File: config.mk
export PLATFORM = sky130hd
export DESIGN_NAME = mem_port_arbiter
export DESIGN_NICKNAME = d
export VERILOG_FILES = /design/src/rtl/mem_port_arbiter.sv
export SDC_FILE = /design/constraint.sdc
export NUM_CORES = 1
export LEC_CHECK = 0
export CELL_PAD_IN_SITES_DETAIL_PLACEMENT = 1
export CELL_PAD_IN_SITES_GLOBAL_PLACEMENT = 1
export CORE_ASPECT_RATIO = 0.8
export CORE_MARGIN = 2
export CORE_UTILIZATION = 10
export CTS_CLUSTER_SIZE = 16
export DETAILED_ROUTE_END_ITERATION = 12
export PLACE_DENSITY = 0.85
export SLEW_MARGIN = 20
export SYNTH_ARGS = -nofsm -noshare
export SYNTH_HDL_FRONTEND = slang
export SYNTH_SLANG_ARGS = --single-unit
File: constraint.sdc
create_clock -name clk -period 1.77 [get_ports clk]
set_clock_uncertainty 0.05 [all_clocks]
set_input_delay 0.2655 -clock clk [delete_from_list [all_inputs] [get_ports clk]]
set_output_delay 0.2655 -clock clk [all_outputs]
set_load 0.05 [all_outputs]
File: src/rtl/mem_port_arbiter.sv
`default_nettype none
// =============================================================================
// Module      : mem_port_arbiter
// Description : Shares one single-port, fixed-latency memory between instruction
//               fetch and the data stage, one outstanding access at a time.
//               Optional IF starvation guard: define ARB_STARVE_GUARD_EN.
// Revision    : 1.0 - initial release
// =============================================================================
module mem_port_arbiter #(
    parameter int ADDR_W     = 9,
    parameter int DATA_W     = 32,
    parameter int MEM_LAT    = 2,
    parameter int STARVE_MAX = 4
) (
    input  logic                  clk,
    input  logic                  reset,
    // instruction fetch port
    input  logic                  if_req,
    input  logic [ADDR_W-1:0]     if_addr,
    output logic                  if_gnt,
    output logic                  if_rvalid,
    output logic [DATA_W-1:0]     if_rdata,
    // data stage port
    input  logic                  d_req,
    input  logic                  d_we,
    input  logic [ADDR_W-1:0]     d_addr,
    input  logic [DATA_W-1:0]     d_wdata,
    input  logic [DATA_W/8-1:0]   d_be,
    output logic                  d_gnt,
    output logic                  d_rvalid,
    output logic [DATA_W-1:0]     d_rdata,
    // memory port
    output logic                  mem_en,
    output logic                  mem_we,
    output logic [ADDR_W-1:0]     mem_addr,
    output logic [DATA_W-1:0]     mem_wdata,
    output logic [DATA_W/8-1:0]   mem_be,
    input  logic [DATA_W-1:0]     mem_rdata,
    output logic                  busy
);

    localparam int c_BE_W  = DATA_W / 8;
    localparam int c_CNT_W = $clog2(MEM_LAT + 1);

    localparam logic [0:0] c_ST_IDLE = 1'b0;
    localparam logic [0:0] c_ST_WAIT = 1'b1;

    logic [0:0]         r_state;
    logic [c_CNT_W-1:0] r_lat_cnt;
    logic               r_own;      // 0 = IF, 1 = data stage

    logic w_idle;
    logic w_force_if;
    logic w_d_win;
    logic w_if_win;
    logic w_rd_grant;
    logic w_ret;

    generate
        if (MEM_LAT < 1) begin : g_lat_check
            $error("mem_port_arbiter: MEM_LAT must be >= 1");
        end
        if (STARVE_MAX < 1) begin : g_starve_check
            $error("mem_port_arbiter: STARVE_MAX must be >= 1");
        end
    endgenerate

`ifdef ARB_STARVE_GUARD_EN
    localparam int c_STV_W = $clog2(STARVE_MAX + 1);

    logic [c_STV_W-1:0] r_starve_cnt;

    // Counts consecutive cycles IF has been left waiting, saturating at the limit.
    always_ff @(posedge clk) begin
        if (reset) begin
            r_starve_cnt <= '0;
        end else if (if_req && !if_gnt) begin
            if (r_starve_cnt != c_STV_W'(STARVE_MAX)) begin
                r_starve_cnt <= r_starve_cnt + c_STV_W'(1);
            end
        end else begin
            r_starve_cnt <= '0;
        end
    end

    assign w_force_if = if_req && (r_starve_cnt == c_STV_W'(STARVE_MAX));
`else
    assign w_force_if = 1'b0;
`endif

    // Arbitration: only in IDLE; data stage is older so it wins unless IF is starved.
    always_comb begin
        w_idle     = (r_state == c_ST_IDLE) && !reset;
        w_d_win    = w_idle && d_req && !w_force_if;
        w_if_win   = w_idle && if_req && (!d_req || w_force_if);
        w_rd_grant = w_if_win || (w_d_win && !d_we);
        w_ret      = (r_state == c_ST_WAIT) && (r_lat_cnt == c_CNT_W'(1)) && !reset;
    end

    always_comb begin
        if_gnt    = w_if_win;
        d_gnt     = w_d_win;
        mem_en    = w_if_win || w_d_win;
        mem_we    = w_d_win && d_we;
        mem_addr  = '0;
        mem_wdata = '0;
        mem_be    = '0;
        if (w_d_win) begin
            mem_addr  = d_addr;
            mem_wdata = d_wdata;
            mem_be    = d_we ? d_be : {c_BE_W{1'b1}};
        end else if (w_if_win) begin
            mem_addr  = if_addr;
            mem_be    = {c_BE_W{1'b1}};
        end
    end

    // Read data is a straight pass-through, gated to the owner's single rvalid cycle.
    always_comb begin
        if_rvalid = w_ret && !r_own;
        d_rvalid  = w_ret && r_own;
        if_rdata  = if_rvalid ? mem_rdata : '0;
        d_rdata   = d_rvalid  ? mem_rdata : '0;
        busy      = (r_state == c_ST_WAIT) && !reset;
    end

    always_ff @(posedge clk) begin
        if (reset) begin
            r_state   <= c_ST_IDLE;
            r_lat_cnt <= '0;
            r_own     <= 1'b0;
        end else begin
            case (r_state)
                c_ST_IDLE: begin
                    if (w_rd_grant) begin
                        r_own     <= w_d_win;
                        r_lat_cnt <= c_CNT_W'(MEM_LAT);
                        r_state   <= c_ST_WAIT;
                    end
                end
                c_ST_WAIT: begin
                    r_lat_cnt <= r_lat_cnt - c_CNT_W'(1);
                    if (r_lat_cnt == c_CNT_W'(1)) begin
                        r_state <= c_ST_IDLE;
                    end
                end
                default: begin
                    r_state <= c_ST_IDLE;
                end
            endcase
        end
    end

endmodule
`default_nettype wire

* Yosys cells after proc, flatten, opt, wreduce, memory -nomap -nowiden
Cells that the tools add are included.
Operators by class: muxes and demuxes 13, reductions and logical operators 18, $add $sub $neg 1, bitwise operators 1, eq/ne operators 2
Operator list (number):
- two-way mux 32 bit | 3
- two-way mux 9 bit | 2
- two-way mux 4 bit | 3
- logical AND 1 bit | 11
- logical NOT 1 bit | 4
- case mux 2 bit (2 select lines) | 1
- equality test 2 x 1 -> 1 bit (second input constant) | 1
- logical OR 1 bit | 2
- two-way mux 1 bit | 2
- two-way mux 2 bit | 1
- inequality test 2 bit (second input constant) | 1
- case mux 1 bit (2 select lines) | 1
- AND reduction 2 bit | 1
- subtractor 2 x 1 -> 2 bit (second input constant) | 1
- inverter 1 bit | 1
Storage, ports and cells: output and inout bits 116, register bits after elaboration 4

* Depth between registers and ports, before layout
Gate-level depths: netlist of run 1.
word-level depth 7, mapped depth 6, mapped depth without buffers 5

* Worst setup path before layout of run 1
No wires, ideal clock.
path type register to output, start register r_state, end output port d_rdata[22], data required time 1454 ps, slack -401 ps, stages on the path, launching flop included 6, arrival 1856 ps, cell sequence dfxtp_1 > buf_4 > nor2b_4 > and3_1 > buf_2 > and2_1
Between the ends: longest elaborated chain between the ends 4
RTL lines:
- start: declaration | line 48 | logic [0:0] r_state;
- start signal: assignment | line 129 | r_state <= c_ST_IDLE;
- start signal: assignment | line 138 | r_state <= c_ST_WAIT;
- start signal: assignment | line 144 | r_state <= c_ST_IDLE;
- logical AND 1 bit (2 in series) | line 97 | w_ret = (r_state == c_ST_WAIT) && (r_lat_cnt == c_CNT_W'(1)) && !reset;
- logical AND 1 bit | line 121 | d_rvalid = w_ret && r_own;
- net d_rvalid | line 30 | output logic d_rvalid,
- two-way mux 32 bit | line 123 | d_rdata = d_rvalid ? mem_rdata : '0;
- end: declaration | line 31 | output logic [DATA_W-1:0] d_rdata,
The timed path passes the listed nets, and every way through them passes these cells.

* Worst setup path after layout of run 1
start register r_lat_cnt[1], end output port d_rdata[25]
Between the ends: longest elaborated chain between the ends 5
RTL lines:
- start: declaration | line 49 | logic [c_CNT_W-1:0] r_lat_cnt;
- start signal: assignment | line 137 | r_lat_cnt <= c_CNT_W'(MEM_LAT);
- start signal: assignment | line 142 | r_lat_cnt <= r_lat_cnt - c_CNT_W'(1);
- equality test 2 x 1 -> 1 bit | line 97
- logical AND 1 bit (2 in series) | line 97
- logical AND 1 bit | line 121
- two-way mux 32 bit | line 123
No other way between the ends.

==> results of run 1 <==
==> what timing repair did <==
item                                    in CTS  in global routing
hold buffers                                 0                  0
gates resized for setup                    122                 23
buffers inserted                            28                  4
gates cloned                                10                  3
endpoints found under the setup margin     115                115
pin swaps                                   42                 40
==> cell type report <==
| type | count | share of cell area |
|---|---|---|
| antenna | 1 | 0.0004558 |
| clock buffer | 3 | 0.01367 |
| inverter | 3 | 0.002507 |
| multi-input combinational | 130 | 0.2297 |
| sequential | 4 | 0.01618 |
| tap | 140 | 0.03191 |
| timing repair buffer | 260 | 0.7056 |
==> registers in the layout (all words and copies together), names as in the netlist <==
signal     cells
r_lat_cnt      2
r_state        1
r_own          1
==> Yosys cell counts, types with 2 or more instances <==
cell / count / area (sq um)
a21o_2: 2 / 17.52
dfxtp_1: 4 / 80.08
a22o_1: 10 / 87.58
clkbuf_1: 2 / 7.510
nor4b_1: 2 / 17.52
buf_6: 4 / 45.04
a21o_1: 3 / 22.52
inv_1: 3 / 11.26
nor2_1: 3 / 11.26
nand2b_1: 2 / 12.51
buf_2: 3 / 15.01
and2_1: 97 / 606.8
clkbuf_2: 4 / 20.02
==> through the flow <==
step / area [sq um] / setup WS [ps] / hold WS (ps) / utilization
CTS: 5607 / -194.9 / 400.5 / 0.5453
detailed placement: 4695 / -468.0 / 476.7 / 0.4566
global route: 5490 / -175.6 / 310.1 / 0.5340
global placement: 4695 / -512.6 / 459.4 / 0.4566
finish: 5490 / -145.5 / 301.9 / 0.5340
floorplan: 1209 / -154.5 / 391.4 / -
==> power by group through the flow <==
| stage | Clock [W] | Sequential (W) | Combinational [W] |
|---|---|---|---|
| 3_5_place_dp | 0 | 0.000119 | 0.00108 |
| 2_1_floorplan | 0 | 0.000110 | 0.000443 |
| 4_1_cts | 0.000359 | 0.000116 | 0.00135 |
| 6_report | 0.000358 | 0.000117 | 0.00131 |
| 3_3_place_gp | 0 | 0.000116 | 0.00105 |
| 5_1_grt | 0.000368 | 0.000118 | 0.00137 |
==> worst paths after layout <==
kind | startpoint | end | slack [ps]
max | r_lat_cnt[1] | d_rdata[25] | -150
max reg2reg | r_state | r_own | 290
min | reset | r_own | 300
min reg2reg | r_lat_cnt[1] | r_lat_cnt[1] | 520
==> worst max-delay path, delay by kind of cell, from the launching register on <==
family	cells	cell delay (ps)
DFF	1	320
buffers and inverters	4	450
adders and majority gates	1	150
and+or+nand+nor	2	440
==> cells in the final DEF, fill, tap and decap left out, drive strengths merged, types with 2 or more instances in the layout <==
cell type | netlist | layout
dlygate4sd2 | 0 | 2
nand2b | 2 | 2
nor3b | 3 | 3
a21o | 5 | 5
clkbuf | 6 | 7
and2 | 97 | 97
a22o | 10 | 10
dfxtp | 4 | 4
clkdlybuf4s50 | 0 | 86
nor2 | 3 | 3
inv | 3 | 3
nor4b | 2 | 2
buf | 8 | 168
==> logic make-up after synthesis <==
family | Yosys count | share of synthesized area
simple gates | 111 | 0.6745
fa+ha+maj | 1 | 0.01179
compound gates | 18 | 0.1380
buf+inv | 17 | 0.1002
flops | 4 | 0.07547
==> metal layers <==
layer	GRT usage	vias up	share of wire
li1	-	985	-
met1	0.1515	1001	0.32
met2	0.3549	126	0.58
met3	0.04562	9	0.086
met4	0.03968	0	0.015
met5	0	-	0
==> results.sh, run 1 <==
export IMPL_gp_congestion=0.7887
export IMPL_hold_depth=3
export IMPL_final_period_utilization=1.082
export IMPL_clkLatencyLatePin_ps=230
export IMPL_p_comb_frac=0.734
export IMPL_cpMostUsedCell="buf_12"
export IMPL_grt_pass1_vias=2474
export IMPL_htreeDepth=1
export IMPL_sequentialPowerShare=0.065
export IMPL_syn_nets=243
export IMPL_switching_share=0.3674
export IMPL_hold_viol=0
export IMPL_numCtsBuffers=3
export IMPL_fmax_mhz=522.1
export IMPL_fp_dieW_um=119.2
export IMPL_synthArstFlopShare=0
export IMPL_track_usage=0.1641
export IMPL_end_kind="primary output"
export IMPL_tritoncts="yes"
export IMPL_drive_gt1_frac=0.7400
export IMPL_remaining_drc_errors=0
export IMPL_via_per_inst=3.921
export IMPL_rsz0062_at_grt="true"
export IMPL_ys_seq_elements=4
export IMPL_drt_wl_total_um=9822
export IMPL_ir_drop_uv=222.1
export IMPL_drv_slew=0
export IMPL_powerDensity_mw_per_mm2=325.4
export IMPL_vias=2121
export IMPL_die_h_um=96.13
export IMPL_die_area_sq_mm=0.01146
export IMPL_tightest_slew_ps=324.1
export IMPL_initial_utilization=0.1032
export IMPL_violations="setup timing"
export IMPL_hold_path_class="input port to flip-flop"
export IMPL_worstPathArrival_ps=1600
export IMPL_ff_latch_area_sq_um=88.84
export IMPL_syn_area_sq_mm=0.001061
export IMPL_fin_tns_setup_ps=-10380
export IMPL_p_int_w=0.001130
export IMPL_clock_sinks=4
export IMPL_status="complete, but fails checks"
export IMPL_first_pass_iters=3
export IMPL_ant_nets=0
export IMPL_p_leak_nw=2.355
export IMPL_yosys_warnings=0
export IMPL_multi_input_area_sq_mm=0.001261
export IMPL_drt_initial_drc_count=18
export IMPL_drv_cap=0
export IMPL_syn_to_final_growth_pct=417.5
export IMPL_routedWlPerCell_um=18.16
export IMPL_critPathSlowestCell="dfxtp_2"
export IMPL_place_inst=502
export IMPL_crit_chain="inv_2 -> ha_4 -> buf_4 -> and3_4 -> buf_12 -> and2_4 -> buf_12"
export IMPL_cts_root_buffer="clkbuf_16"
export IMPL_post_dp_hpwl_um=6681
export IMPL_cts_path_max_buffers=2
export IMPL_yosysUniqueCellTypes=25
export IMPL_crit_fanout=12
export IMPL_grt_antenna_before_repair=1
export IMPL_r2r_worst_path_cells=6
export IMPL_synth_ff_type="dfxtp_1"
export IMPL_crit_required_ps=1450
export IMPL_setup_ws_ps=-145.5
export IMPL_relSlewSlack=0.7830
export IMPL_p_sw_w=0.0006563
export IMPL_pwr_share_clk=0.200
export IMPL_core_area_sq_mm=0.01028
export IMPL_cts_clk_slew_worst_paths_ps=30
export IMPL_nets=494
export IMPL_slowest_delay_ps=320
export IMPL_finalPower_w=0.001787
export IMPL_grt_ovfl_total=0
export IMPL_grt_pass1_wl_um=14300
export IMPL_io_pins=207
export IMPL_setup_viol=114
export IMPL_period_minus_slack_ps=1915
export IMPL_syn_instance_count=151
export IMPL_stdcell_count=541
export IMPL_grt_max_degree=18
export IMPL_rows=33
export IMPL_syn_mean_instance_area_sq_um=7.027
export IMPL_critPathKind="flip-flop to primary output"
export IMPL_fillerInstances=1009
export IMPL_synth_edf_count=0
export IMPL_port_buffers=206
export IMPL_yosysSeqAreaShare=0.07547
export IMPL_cp_start_kind="flip-flop"
(Power assumes the default switching activity.)
==> run 2, diff against run 1 <==
--- a/config.mk
+++ b/config.mk
@@ -12,8 +12,8 @@
 export CORE_UTILIZATION = 10
 export CTS_CLUSTER_SIZE = 16
 export DETAILED_ROUTE_END_ITERATION = 12
-export PLACE_DENSITY = 0.85
-export SLEW_MARGIN = 20
+export PLACE_DENSITY_LB_ADDON = 0.1
+export SLEW_MARGIN = 5
 export SYNTH_ARGS = -nofsm -noshare
 export SYNTH_HDL_FRONTEND = slang
 export SYNTH_SLANG_ARGS = --single-unit
==> run 2 against run 1 <==
Effect of this change: the flow still finishes with violations (setup timing); largest power group unchanged; first-iteration DRC count is 61% higher; die area stayed put; final cell count is 2.2% lower; highest routed layer unchanged; sequential power hardly changed; critical endpoint is now mem_addr[2]; critical path type unchanged.
==> results.sh, run 2 (same netlist as run 1, synthesis figures left out) <==
export IMPL_status="complete, but fails checks"
export IMPL_violations="setup timing"
export IMPL_powerDensity_mw_per_mm2=320.9
export IMPL_port_buffers=206
export IMPL_clkLatencyLatePin_ps=220
export IMPL_cp_start_kind="flip-flop"
export IMPL_via_per_inst=3.856
export IMPL_top_regs="r_lat_cnt: 2 flops, r_own: 1 flops, r_state: 1 flops"
export IMPL_largest_reg_flops=2
export IMPL_grt_max_degree=24
export IMPL_postCtsHoldBufs=0
export IMPL_tritoncts="yes"
export IMPL_cts_clk_slew_worst_paths_ps=30
export IMPL_crit_fanout=5
export IMPL_numCtsBuffers=3
export IMPL_ant_nets=0
export IMPL_htreeDepth=1
export IMPL_vias=2040
export IMPL_setup_ws_ps=-115.6
export IMPL_crit_required_ps=1450
export IMPL_p_leak_nw=2.308
export IMPL_post_dp_hpwl_um=6632
export IMPL_final_cell_area_sq_mm=0.005400
export IMPL_grt_pass1_vias=2141
export IMPL_syn_to_final_growth_pct=409.0
export IMPL_nets=483
export IMPL_placed_cell_area_sq_mm=0.004667
export IMPL_die_h_um=96.13
export IMPL_fmax_mhz=530.3
export IMPL_rsz0062_at_grt="true"
export IMPL_fillerInstances=1028
export IMPL_grt_antenna_before_repair=0
export IMPL_multi_input_area_sq_mm=0.001247
export IMPL_tightest_slew_ps=353.1
export IMPL_final_common_cell="buf_12"
export IMPL_ff_latch_area_sq_um=86.33
export IMPL_drive_gt1_frac=0.7326
export IMPL_clock_sinks=4
export IMPL_diodes=0
export IMPL_track_usage=0.1367
export IMPL_fp_dieW_um=119.2
export IMPL_cts_root_buffer="clkbuf_16"
export IMPL_grt_ovfl_total=0
export IMPL_drv_slew=0
export IMPL_drv_cap=0
export IMPL_routedWlPerCell_um=16.37
export IMPL_drt_wl_total_um=8658
export IMPL_layout_common_cells="buf_12, and2_4, clkdlybuf4s50_1, buf_4, buf_6"
export IMPL_rows=33
export IMPL_wl_met2_um=4331
export IMPL_drt_initial_drc_count=29
export IMPL_period_minus_slack_ps=1886
export IMPL_r2r_worst_path_cells=8
export IMPL_remaining_drc_errors=0
export IMPL_first_pass_iters=3
export IMPL_finish_utilization=0.5253
export IMPL_gp_congestion=0.6976
export IMPL_cts_path_max_buffers=2
export IMPL_ir_drop_uv=253.3
export IMPL_worstPathArrival_ps=1570
export IMPL_relSlewSlack=0.7636
export IMPL_hold_viol=0
export IMPL_largest_register="r_lat_cnt"
export IMPL_end_kind="primary output"
export IMPL_core_area_sq_mm=0.01028
export IMPL_hold_depth=4
export IMPL_critPathKind="flip-flop to primary output"
export IMPL_setup_viol=102
export IMPL_wl_met3_um=967
export IMPL_wl_met1_um=3264
export IMPL_grt_pass1_wl_um=12200
export IMPL_hold_ws_ps=473.4
export IMPL_die_area_sq_mm=0.01146
export IMPL_io_pins=207
export IMPL_dr_max_layer_used="met4"
export IMPL_hold_path_class="input port to flip-flop"
export IMPL_final_period_utilization=1.065
export IMPL_initial_utilization=0.1032
[run 2: worst paths after layout]
| check | startpoint | to | slack (ps) |
|---|---|---|---|
| setup / recovery | r_state | mem_addr[2] | -120 |
| hold / removal | d_we | r_lat_cnt[1] | 470 |
| setup reg to reg | r_state | r_own | 280 |
| hold reg to reg | r_own | r_own | 480 |
[run 2: final cells by class]
type	instances	share of cell area
Timing Repair Buffer	249	0.7046
Inverter	3	0.002085
Multi-Input combinational cell	130	0.2310
Tap cell	140	0.03244
Sequential cell	4	0.01599
Clock buffer	3	0.01390
[run 2: critical path, stage by stage (launching register included)]
cell and delay [ps]:
dfxtp_4 350, buf_6 120, nor4b_4 390, buf_6 190
a22o_2 160, buf_12 130
[run 2: power breakdown]
part           switching [W]  internal, W  total [W]
registers          0.0000122     0.000105   0.000117
clock network      0.0000647     0.000289   0.000353
logic               0.000547     0.000715    0.00126
total               0.000624      0.00111    0.00173
[run 2: metrics by stage]
| step | TNS, ps | setup slack [ps] | power (W) | instances |
|---|---|---|---|---|
| global placement | -29620 | -340.7 | 0.001177 | 500 |
| global route | -12970 | -174.9 | 0.001805 | 529 |
| CTS | -7709 | -113.6 | 0.001692 | 523 |
| floorplan | -4943 | -154.5 | 0.0005527 | 151 |
| finish | -5385 | -115.6 | 0.001733 | 529 |
| detailed placement | -33390 | -383.4 | 0.001187 | 500 |
[run 2: routing by layer]
metal / up-vias / global-route usage
met3: 6 / 0.05036
met5: - / 0
li1: 958 / -
met4: 0 / 0.03472
met2: 139 / 0.2486
met1: 937 / 0.1527
[run 2: repair_timing]
item / 4_1_cts / 5_1_grt
pin swaps: 39 / 47
setup endpoints to repair: 115 / 115
gates cloned: 7 / 5
buffers inserted: 13 / 5
gates resized for setup: 106 / 25
==> run 3, diff against run 2 <==
--- a/config.mk
+++ b/config.mk
@@ -12,7 +12,8 @@
 export CORE_UTILIZATION = 10
 export CTS_CLUSTER_SIZE = 16
 export DETAILED_ROUTE_END_ITERATION = 12
-export PLACE_DENSITY_LB_ADDON = 0.1
+export MAX_ROUTING_LAYER = met4
+export PLACE_DENSITY = 0.78
 export SLEW_MARGIN = 5
 export SYNTH_ARGS = -nofsm -noshare
 export SYNTH_HDL_FRONTEND = slang
==> run 3 against run 2 <==
Effect of this change: the run still ends with setup timing left; final area increased by 2.8%; largest power group unchanged; sequential power about the same; critical path depth increased by 4; worst hold slack improved by 15 ps; setup slack got worse by 42 ps; clock power about the same; critical path type unchanged; clock-buffer cell count unchanged.
==> results.sh, run 3 (same netlist as run 1, synthesis figures left out) <==
export IMPL_status="complete, but fails checks"
export IMPL_violations="setup timing"
export IMPL_post_dp_hpwl_um=6884
export IMPL_cts_root_buffer="clkbuf_16"
export IMPL_placed_cell_area_sq_mm=0.004667
export IMPL_drv_slew=0
export IMPL_largest_reg_flops=2
export IMPL_setup_viol=100
export IMPL_cp_num_buf_inv=6
export IMPL_cts_path_max_buffers=2
export IMPL_cts_clk_slew_worst_paths_ps=30
export IMPL_fp_dieW_um=119.2
export IMPL_pwr_share_clk=0.197
export IMPL_grt_pass1_wl_um=14520
export IMPL_top_regs="r_lat_cnt: 2 flops, r_own: 1 flops, r_state: 1 flops"
export IMPL_powerDensity_mw_per_mm2=323.0
export IMPL_gp_congestion=0.7960
export IMPL_crit_chain="inv_2 -> ha_4 -> inv_4 -> nor3b_4 -> buf_6 -> buf_12 -> buf_12 -> and2_4 -> buf_12"
export IMPL_critPathSlowestCell="dfxtp_2"
export IMPL_io_pins=207
export IMPL_end_kind="primary output"
export IMPL_r2r_worst_path_cells=8
export IMPL_final_common_cell="buf_12"
export IMPL_switching_share=0.3612
export IMPL_fmax_mhz=518.7
export IMPL_hold_viol=0
export IMPL_first_pass_iters=4
export IMPL_core_area_sq_mm=0.01028
export IMPL_die_h_um=96.13
export IMPL_remaining_drc_errors=0
export IMPL_cpLargestDelayFamily="buffers and inverters"
export IMPL_hold_depth=3
export IMPL_final_period_utilization=1.089
export IMPL_port_buffers=206
export IMPL_worstPathArrival_ps=1610
export IMPL_clkLatencyLatePin_ps=230
export IMPL_grt_max_degree=13
export IMPL_p_sw_w=0.0006473
export IMPL_grt_antenna_before_repair=0
export IMPL_grt_ovfl_total=0
export IMPL_rows=33
export IMPL_fillerInstances=1001
export IMPL_setup_ws_ps=-158.1
export IMPL_place_inst=500
export IMPL_htreeDepth=1
export IMPL_nets=489
export IMPL_drive_gt1_frac=0.7291
export IMPL_drt_wl_total_um=9861
export IMPL_fin_tns_setup_ps=-8950
export IMPL_syn_to_final_growth_pct=423.0
export IMPL_ff_latch_area_sq_um=88.84
export IMPL_cp_start_kind="flip-flop"
export IMPL_relSlewSlack=0.8020
export IMPL_period_minus_slack_ps=1928
export IMPL_stdcell_count=535
export IMPL_crit_fanout=5
export IMPL_multi_input_area_sq_mm=0.001256
export IMPL_critPathKind="flip-flop to primary output"
export IMPL_initial_utilization=0.1032
export IMPL_ir_drop_uv=285.5
export IMPL_grt_pass1_vias=2464
export IMPL_final_cell_area_sq_mm=0.005549
export IMPL_hold_path_class="input port to flip-flop"
export IMPL_via_per_inst=3.938
export IMPL_cpMostUsedCell="buf_12"
export IMPL_largest_register="r_lat_cnt"
export IMPL_ant_nets=0
export IMPL_tightest_slew_ps=293.8
export IMPL_rsz0062_at_grt="true"
export IMPL_tritoncts="yes"
export IMPL_die_area_sq_mm=0.01146
export IMPL_drt_initial_drc_count=37
export IMPL_drv_cap=0
export IMPL_clock_sinks=4
export IMPL_crit_required_ps=1450
export IMPL_slowest_delay_ps=310
export IMPL_p_comb_frac=0.738
export IMPL_p_int_w=0.001145
export IMPL_layout_common_cells="buf_12, and2_4, clkdlybuf4s50_1, buf_4, buf_6"
export IMPL_sequentialPowerShare=0.065
export IMPL_numCtsBuffers=3
export IMPL_finalPower_w=0.001792
export IMPL_diodes=0
export IMPL_p_leak_nw=2.365
export IMPL_postCtsHoldBufs=0
export IMPL_track_usage=0.1697
export IMPL_cp_num_cells=9
export IMPL_vias=2107
export IMPL_routedWlPerCell_um=18.43
-- run 3: cell types whose count changed in the layout (fill, tap and decap cells not counted), moves of 2 or more --
cell	delta
buf_12	+3
buf_4	+2
dlymetal6s2s_1	-2
buf_8	-3
buf_16	+5
-- run 3: stage by stage --
step	hold slack [ps]	utilization	setup slack (ps)
after floorplan	391.4	-	-154.5
after global placement	476.0	0.4539	-319.4
after detailed placement	485.3	0.4539	-412.9
after CTS	493.1	0.5461	-211.0
after global routing	514.2	0.5397	-231.4
final	488.4	0.5397	-158.1
-- run 3: power by group through the flow --
stage	clock network [W]	registers [W]	logic [W]
2_1_floorplan	0	0.000110	0.000443
3_3_place_gp	0	0.000121	0.00104
3_5_place_dp	0	0.000123	0.00106
4_1_cts	0.000361	0.000117	0.00134
5_1_grt	0.000369	0.000119	0.00138
6_report	0.000353	0.000117	0.00132
-- run 3: tightest hold or removal path, cell delays in order --
cell,delay (ps)
clkdlybuf4s15_1,200
buf_4,190
a221oi_1,60
-- run 3: final cells by class --
class	instances	share of cell area
repair buffers	255	0.7100
multi-input cells	130	0.2264
well taps	140	0.03157
flip-flops and latches	4	0.01601
clock buffers	3	0.01353
inverters	3	0.002480
-- run 3: what timing repair did --
action	CTS	global route
gates cloned	12	2
resized for setup	130	2
setup endpoints to repair	114	114
setup buffers	23	0
pin swaps	69	25
-- run 3: final timing paths --
path         slack (ps)          from           end
max                -160  r_lat_cnt[1]  if_rdata[10]
min                 490         reset  r_lat_cnt[1]
max reg2reg         270       r_state         r_own
min reg2reg         490  r_lat_cnt[1]  r_lat_cnt[1]
-- run 3: routing by layer --
metal | vias up | GRT usage | wire (um)
met5 | - | - | 0
met4 | 0 | 0.03075 | 89
met3 | 8 | 0.03614 | 786
met2 | 145 | 0.3429 | 5437
met1 | 982 | 0.1710 | 3548
li1 | 972 | - | -
